===== src/rtl/conv_window_controller.sv =====
// conv_window_controller
//
// Frame-level sequencer in front of an Image_Buffer line-buffer/window generator.
// A frame runs IDLE -> CLEAR -> LOAD -> DRAIN -> DONE -> IDLE.
//   - CLEAR pulses the buffer's active-low clear for one cycle.
//   - LOAD accepts raw pixels and forwards them to the buffer.
//   - DRAIN waits for the buffer to emit its final window.
//   - DONE issues a one-cycle frame_done.
// Every buffer out_valid is tagged with the raster position of its newest pixel.
// Only pulses that correspond to a complete, stride-aligned KxK window are
// reported as win_valid, together with the window's top-left coordinate.
//
// Ports:
//   clock, sreset_n         system clock; asynchronous active-low reset
//   start                   begin a frame; sampled only in IDLE
//   s_data/s_valid/s_ready  source pixel stream (valid/ready handshake)
//   ib_data/ib_data_valid   pixel forwarded to the buffer, one cycle after accept
//   ib_sreset_n             active-low clear to the buffer
//   ib_out_valid            buffer window pulse (one per pixel from row K-1 on)
//   win_valid               current buffer window is a legal convolution window
//   win_row/win_col         top-left coordinate of that window (held otherwise)
//   busy                    high in any state other than IDLE
//   frame_done              one-cycle pulse at the end of a frame
module conv_window_controller #(
  parameter int DATA_WIDTH  = 8,
  parameter int KERNEL_SIZE = 3,
  parameter int ROW_SIZE    = 28,
  parameter int COLUMN_SIZE = 28,
  parameter int STRIDE      = 1
) (
  input  logic                           clock,
  input  logic                           sreset_n,
  input  logic                           start,
  input  logic [DATA_WIDTH-1:0]          s_data,
  input  logic                           s_valid,
  output logic                           s_ready,
  output logic [DATA_WIDTH-1:0]          ib_data,
  output logic                           ib_data_valid,
  output logic                           ib_sreset_n,
  input  logic                           ib_out_valid,
  output logic                           win_valid,
  output logic [$clog2(COLUMN_SIZE)-1:0] win_row,
  output logic [$clog2(ROW_SIZE)-1:0]    win_col,
  output logic                           busy,
  output logic                           frame_done
);

  localparam int RW = $clog2(COLUMN_SIZE);
  localparam int CW = $clog2(ROW_SIZE);
  localparam int PW = (STRIDE > 1) ? $clog2(STRIDE) : 1;

  localparam logic [RW-1:0] ROW_FIRST  = RW'(KERNEL_SIZE - 1);
  localparam logic [RW-1:0] ROW_LAST   = RW'(COLUMN_SIZE - 1);
  localparam logic [CW-1:0] COL_FIRST  = CW'(KERNEL_SIZE - 1);
  localparam logic [CW-1:0] COL_LAST   = CW'(ROW_SIZE - 1);
  localparam logic [PW-1:0] PHASE_LAST = PW'(STRIDE - 1);

  typedef enum logic [2:0] {IDLE, CLEAR, LOAD, DRAIN, DONE} state_t;

  state_t        state;
  logic [RW-1:0] in_row;
  logic [CW-1:0] in_col;
  logic [RW-1:0] out_row;
  logic [CW-1:0] out_col;
  logic [PW-1:0] row_phase;
  logic [PW-1:0] col_phase;
  logic [RW-1:0] win_row_q;
  logic [CW-1:0] win_col_q;
  logic          last_seen;

  logic accept;
  logic tracking;
  logic out_fire;
  logic out_last;

  // Control outputs are decoded straight from the state register.
  assign s_ready    = (state == LOAD);
  assign busy       = (state != IDLE);
  assign frame_done = (state == DONE);

  assign accept   = s_valid && s_ready;
  assign tracking = (state == LOAD) || (state == DRAIN);
  assign out_fire = ib_out_valid && tracking;
  assign out_last = out_fire && (out_row == ROW_LAST) && (out_col == COL_LAST);

  // col_phase is held at 0 until out_col reaches K-1. Both phases are therefore
  // the stride remainder of the window's top-left coordinate.
  assign win_valid = out_fire && (out_col >= COL_FIRST) &&
                     (row_phase == '0) && (col_phase == '0);

  // Coordinates are presented in the same cycle as win_valid and then held.
  assign win_row = win_valid ? (out_row - ROW_FIRST) : win_row_q;
  assign win_col = win_valid ? (out_col - COL_FIRST) : win_col_q;

  always_ff @(posedge clock or negedge sreset_n) begin
    if (!sreset_n) begin
      state         <= IDLE;
      in_row        <= '0;
      in_col        <= '0;
      out_row       <= '0;
      out_col       <= '0;
      row_phase     <= '0;
      col_phase     <= '0;
      win_row_q     <= '0;
      win_col_q     <= '0;
      last_seen     <= 1'b0;
      ib_data       <= '0;
      ib_data_valid <= 1'b0;
      ib_sreset_n   <= 1'b0;
    end else begin
      ib_sreset_n   <= 1'b1;
      ib_data_valid <= 1'b0;
      win_row_q     <= win_row;
      win_col_q     <= win_col;

      case (state)
        IDLE: begin
          if (start) begin
            state       <= CLEAR;
            ib_sreset_n <= 1'b0;   // low for exactly the CLEAR cycle
          end
        end
        CLEAR: begin
          in_row    <= '0;
          in_col    <= '0;
          out_row   <= ROW_FIRST;  // first buffer pulse belongs to row K-1
          out_col   <= '0;
          row_phase <= '0;
          col_phase <= '0;
          last_seen <= 1'b0;
          state     <= LOAD;
        end
        LOAD: begin
          if (accept) begin
            ib_data       <= s_data;
            ib_data_valid <= 1'b1;
            if (in_col == COL_LAST) begin
              in_col <= '0;
              in_row <= in_row + RW'(1);
              if (in_row == ROW_LAST) begin
                state <= DRAIN;
              end
            end else begin
              in_col <= in_col + CW'(1);
            end
          end
        end
        DRAIN: begin
          // last_seen covers a buffer fast enough to finish while still in LOAD.
          if (out_last || last_seen) begin
            state <= DONE;
          end
        end
        DONE: begin
          state <= IDLE;
        end
        default: begin
          state <= IDLE;
        end
      endcase

      if (out_fire) begin
        if (out_last) begin
          last_seen <= 1'b1;
        end
        if (out_col == COL_LAST) begin
          out_col   <= '0;
          col_phase <= '0;
          out_row   <= out_row + RW'(1);
          row_phase <= (row_phase == PHASE_LAST) ? '0 : row_phase + PW'(1);
        end else begin
          out_col <= out_col + CW'(1);
          if (out_col >= COL_FIRST) begin
            col_phase <= (col_phase == PHASE_LAST) ? '0 : col_phase + PW'(1);
          end
        end
      end
    end
  end

endmodule


===== config.mk =====
export PLATFORM = sky130hd
export DESIGN_NAME = conv_window_controller
export DESIGN_NICKNAME = d
export VERILOG_FILES = /design/src/rtl/conv_window_controller.sv
export SDC_FILE = /design/constraint.sdc
export NUM_CORES = 1
export LEC_CHECK = 0
export BUFFER_PORTS_ARGS = -buffer_cell sky130_fd_sc_hd__buf_4
export CORE_ASPECT_RATIO = 2
export CORE_MARGIN = 4
export CORE_UTILIZATION = 50
export CTS_CLUSTER_DIAMETER = 80
export DETAILED_ROUTE_END_ITERATION = 8
export GPL_ROUTABILITY_DRIVEN = 0
export PLACE_DENSITY = 0.79
export RECOVER_POWER = 25
export SLEW_MARGIN = 40
export SYNTH_ARGS = -nofsm -noshare
export SYNTH_HDL_FRONTEND = slang
export SYNTH_SLANG_ARGS = --single-unit
export TNS_END_PERCENT = 5

===== constraint.sdc =====
create_clock -name clock -period 3 [get_ports clock]
set_input_delay 0.6 -clock clock [delete_from_list [all_inputs] [get_ports clock]]
set_output_delay 0.6 -clock clock [all_outputs]
set_load 0.1 [all_outputs]

==> impl_metrics.csv, run 1 <==
group,metric,value,unit
outcome,status,"finished, violations left",
outcome,violations,"max-capacitance violations, max-slew violations",
sta,setup_viol,0,
clock_network,clk_path_buf_depth,2,
clock_network,htreeDepth,2,
sta,slew_violations,47,
min_path,hold_class,"input port to flip-flop",
grt,grt_pass1_vias,1929,
synth,syn_area_per_cell,10.6,um^2
synth,netlist_top_cells_count,"46 x dfrtp_1, 38 x nand2_1, 13 x inv_1",
placement,hpwl,3480,um
critical_path,startpoint_type,"flip-flop",
synth,syn_nets,243,
clock_network,path_clk_slew,0.09,ns
critical_path,cp_cell_sequence,"inv_1, ha_1, nand2b_1, o311a_1, buf_4, mux2_4, buf_4",
synth,async_flop_share,1.00,
drt,drc_errors,0,
synth,yosysMostFrequentCell,"dfrtp_1",
synth,synth-edff-count,0,
drt,wirelength,4910,um
sta,worst_pin_slew,2.42,ns
floorplan,pin_count,37,
final_layout,drive_gt1_frac,0.239,
synth,ys.flop_type,"dfrtp_1",
synth,synth-seq-cells,46,
critical_path,crit_path_max_incr_delay,0.45,ns
synth,yosysTopAreaCell,"dfrtp_1",
critical_path,arrival,2.26,ns
sta,period_share,0.953,
drt,vias,1790,
sta,skew,0.00603,ns
clock_network,post_cts_resized,0,
critical_path,critPathMaxFanout,11,
grt,grt_first_pass_wirelength,8520,um
sta,rsz0062_at_grt,"no",
synth,syn_inst,221,
synth,yosysSeqAreaShare,0.492,
clock_network,cts_buffers,5,
placement,portBuffers,36,
floorplan,row_count,35,
floorplan,dieArea,0.00590,mm^2
drt,first_iter_violations,43,
synth,ys_types,50,
final_layout,area_growth,19.5,%
grt,grt_overflow,0,
floorplan,core_area,0.00455,mm^2
final_layout,final_area,0.00280,mm^2
critical_path,path_buf_inv,3,
synth,yosysWarnings,0,
grt,grt_max_degree,47,
sta,hold_viol_final,0,
critical_path,crit_top_cell,"buf_4",
clock_network,cts.sinks,46,
job,cap_violations,1,
placement,place_area,0.00266,mm^2
sta,tns,0,ns
clock_network,holdBufCountCts,0,
drt,ant_nets,0,
clock_network,clock-root-buffer,"clkbuf_8",
critical_path,crit_path_end_kind,"output port",
placement,dp_slack,0.478,ns
sta,setup_ws,0.141,ns
sta,min_period,2.86,ns
synth,synth_top_area_frac,0.492,
final_layout,diodes,0,
floorplan,start_util,0.514,
final_layout,nNetsFinal,280,
sta,fmax,350,MHz
synth,syn_area,0.00234,mm^2
drt,first_pass_iters,4,
critical_path,critPathTopFamily,"buffers and inverters",
grt,grt_use_total,0.177,
synth,synth.area.top_cells,"dfrtp_1 49%, nand2_1 6.1%, ha_1 4.8%",
sta,relSlewSlack,-0.612,
clock_network,post_cts_buffers,0,
grt,antenna_found_initial,0,
critical_path,path_class,"flip-flop to output port",
drt,vias_per_cell,5.70,
clock_network,cts_tree,"yes",
critical_path,crit_required,2.40,ns
final_layout,final-instance-count-excl-fill,314,
drt,routedWlPerCell,15.6,um
critical_path,slowest_stage,"dfrtp_1",
clock_network,clock_latency,0.30,ns
floorplan,die_h,105,um
floorplan,die_w,56.4,um
placement,dp.cells,306,
-- path summary, 6_finish.rpt --
check	start	to	slack, ns	cells past startpoint
hold / removal	start	ib_sreset_n	0.46	2
min in group asynchronous	sreset_n	ib_data[4]	1.03	1
setup / recovery	out_col[2]	win_col[1]	0.14	7
max in group asynchronous	sreset_n	win_row_q[2]	0.60	1
hold reg to reg	ib_data[1]	ib_data[1]	0.48	2
setup reg to reg	in_col[0]	state[0]	1.01	4
-- layer usage --
layer,vias up,GRT usage,wire length [um]
met2,30,0.332,2840
met4,0,0.0934,127
met1,887,0.179,1840
met5,-,0,0
met3,13,0.0309,105
li1,860,-,-
-- metrics by stage --
stage,hold slack [ns],utilization
floorplan,0.304,-
global placement,0.460,0.583
detailed placement,0.464,0.583
CTS,0.308,0.615
global route,0.471,0.614
finish,0.456,0.614
-- worst register-to-register path, delay by kind of cell, from the launching register on --
kind                       cells  cell delay (ns)
AOI/OAI and AO/OA              1             0.19
DFF                            1             0.40
and+or+nand+nor                2             1.10
adders and majority gates      1             0.23
-- flip-flops by register name (all words and copies together) (netlist names), 3 cells and up --
register	flops
out_row	5
in_col	5
in_row	5
state	3
win_col_q	5
out_col	5
ib_data	8
win_row_q	5
-- cell families after synthesis --
family / Yosys count / share of synthesized area
flip-flops: 46 / 0.492
XOR/XNOR: 5 / 0.0187
multiplexers: 15 / 0.0802
AO/OA/AOI/OAI: 33 / 0.101
adder cells (fa/ha/maj): 9 / 0.0481
AND/OR/NAND/NOR: 88 / 0.205
buffers and inverters: 25 / 0.0551
-- area by class of cell --
| class | count | area, um^2 |
|---|---|---|
| Tap cell | 55 | 68.8 |
| Timing Repair Buffer | 42 | 312 |
| Multi-Input combinational cell | 150 | 1070 |
| Sequential cell | 46 | 1150 |
| Fill cell | 390 | 1760 |
| Clock inverter | 2 | 60.1 |
| Clock buffer | 6 | 82.6 |
| Inverter | 13 | 48.8 |
-- layout by cell type (no fill, tap or decap), types with 3 or more instances in the layout --
cell / n
dfrtp_1: 46
buf_4: 41
nand2_1: 38
inv_1: 13
nand3_1: 10
ha_1: 9
mux2_4: 7
a21oi_1: 6
clkbuf_8: 6
o21ai_0: 5
xor2_1: 5
nor3_1: 5
nand4b_1: 4
or4_1: 4
mux2i_1: 4
nor2b_1: 4
nand2b_1: 3
nor4_1: 3
o31ai_1: 3
Power of run 1 is not shown: default switching activity piles up to over one toggle a cycle in this logic, so the estimate is an artifact.
==> inputs of run 2 (changes only) <==
Settings changed: BUFFER_PORTS_ARGS -buffer_cell sky130_fd_sc_hd__buf_4 to not set, DONT_BUFFER_PORTS set to 1, PLACE_DENSITY 0.79 to 0.72.
==> run 2 against run 1 <==
Compared with the run above:
- the flow still finishes with violations (max-capacitance violations, max-slew violations)
- critical path depth shrank 4
- die area is the same
- non-clock buffer count shrank 32
- utilization shrank 4.6 points
- clock skew grew 0.0076 ns
==> impl_metrics.csv, run 2 (synthesis results as in run 1) <==
group,metric,value,unit
clock_network,cts_buffers,5,
grt,grt_overflow,0,
sta,setup_viol,0,
critical_path,critPathMaxFanout,11,
clock_network,post_cts_buffers,0,
placement,hpwl,3090,um
critical_path,slowest_stage,"mux2_2",
final_layout,final_util,0.567,
sta,worst_pin_slew,2.08,ns
final_layout,fillerInstances,407,
floorplan,row_count,35,
drt,wirelength,4510,um
outcome,violations,"max-capacitance violations, max-slew violations",
sta,hold_viol_final,0,
floorplan,dieArea,0.00590,mm^2
sta,setup_ws,0.147,ns
outcome,status,"finished, violations left",
placement,dp_slack,0.358,ns
drt,drc_errors,0,
clock_network,clock_latency,0.30,ns
drt,ant_nets,0,
floorplan,core_area,0.00455,mm^2
clock_network,cts_tree,"yes",
floorplan,die_w,56.4,um
sta,slew_violations,47,
floorplan,start_util,0.514,
final_layout,max_flop_register,"ib_data",
drt,routedWlPerCell,16.0,um
grt,grt_use_total,0.164,
critical_path,crit_path_max_incr_delay,0.59,ns
drt,vias_per_cell,5.87,
critical_path,path_class,"flip-flop to output port",
sta,period_share,0.951,
floorplan,die_h,105,um
sta,worst_hold_slack,0.369,ns
job,cap_violations,1,
critical_path,cp_cell_sequence,"and3b_1, o311a_4, mux2_2",
drt,vias,1656,
drt,first_iter_violations,27,
sta,rsz0062_at_grt,"no",
clock_network,clk_path_buf_depth,2,
sta,relSlewSlack,-0.388,
placement,portBuffers,0,
final_layout,mostFrequentLayoutCells,"38 x nand2_1, 38 x dfrtp_1, 13 x inv_1",
critical_path,arrival,2.25,ns
clock_network,htreeDepth,2,
grt,grt_first_pass_wirelength,7650,um
final_layout,drive_gt1_frac,0.172,
grt,grt_pass1_vias,1685,
sta,fmax,351,MHz
sta,min_period,2.85,ns
clock_network,path_clk_slew,0.08,ns
sta,tns,0,ns
sta,skew,0.0137,ns
critical_path,startpoint_type,"flip-flop",
drt,first_pass_iters,4,
final_layout,area_growth,10.4,%
final_layout,nNetsFinal,248,
grt,antenna_found_initial,0,
final_layout,diodes,0,
final_layout,largest_reg_flops,8,
min_path,hold_class,"input port to flip-flop",
clock_network,clock-root-buffer,"clkbuf_8",
grt,grt_max_degree,47,
critical_path,crit_path_end_kind,"output port",
clock_network,cts.sinks,46,
critical_path,crit_required,2.40,ns
floorplan,pin_count,37,
[run 2: cell type report]
cell class | count | area (um^2) | share of cell area
sequential | 46 | 1160 | 0.449
multi-input combinational | 150 | 1090 | 0.423
timing repair buffer | 10 | 103 | 0.0397
clock buffer | 6 | 72.6 | 0.0281
tap | 55 | 68.8 | 0.0266
inverter | 13 | 48.8 | 0.0189
clock inverter | 2 | 37.5 | 0.0145
[run 2: through the flow]
| step | instances | cell area [um^2] |
|---|---|---|
| final | 282 | 2580 |
| after global routing | 282 | 2580 |
| after CTS | 282 | 2580 |
| after detailed placement | 273 | 2440 |
| after global placement | 273 | 2440 |
| after floorplan | 221 | 2350 |
[run 2: layer usage]
layer / part of all wire / vias to the layer above / global-route usage / wire length, um
li1: - / 795 / - / -
met1: 0.39 / 820 / 0.176 / 1760
met2: 0.54 / 36 / 0.291 / 2450
met3: 0.048 / 5 / 0.0420 / 216
met4: 0.020 / 0 / 0.0747 / 92
met5: 0 / - / 0 / 0
[run 2: timing repair]
item | in CTS | in global routing
resized for setup | 0 | 1
endpoints found under the setup margin | 0 | 1
hold buffers | 1 | 0
endpoints found under the hold margin | 46 | 0
[run 2: critical path, delay by kind of cell (launching register included)]
family          cells  cell delay (ns)
compound gates      1             0.41
flops               1             0.48
mux                 1             0.59
simple gates        1             0.47
[run 2: worst paths after layout]
path	start	endpoint	cells past startpoint	slack (ns)
min	start	ib_sreset_n	1	0.37
max in group asynchronous	sreset_n	ib_data[0]	1	0.56
min reg2reg	row_phase	row_phase	1	0.51
max	state[2]	win_row[4]	3	0.15
max reg2reg	state[2]	win_row_q[4]	3	0.85
min in group asynchronous	sreset_n	win_row_q[2]	1	1.08
Power of run 2 is left out for the same reason.
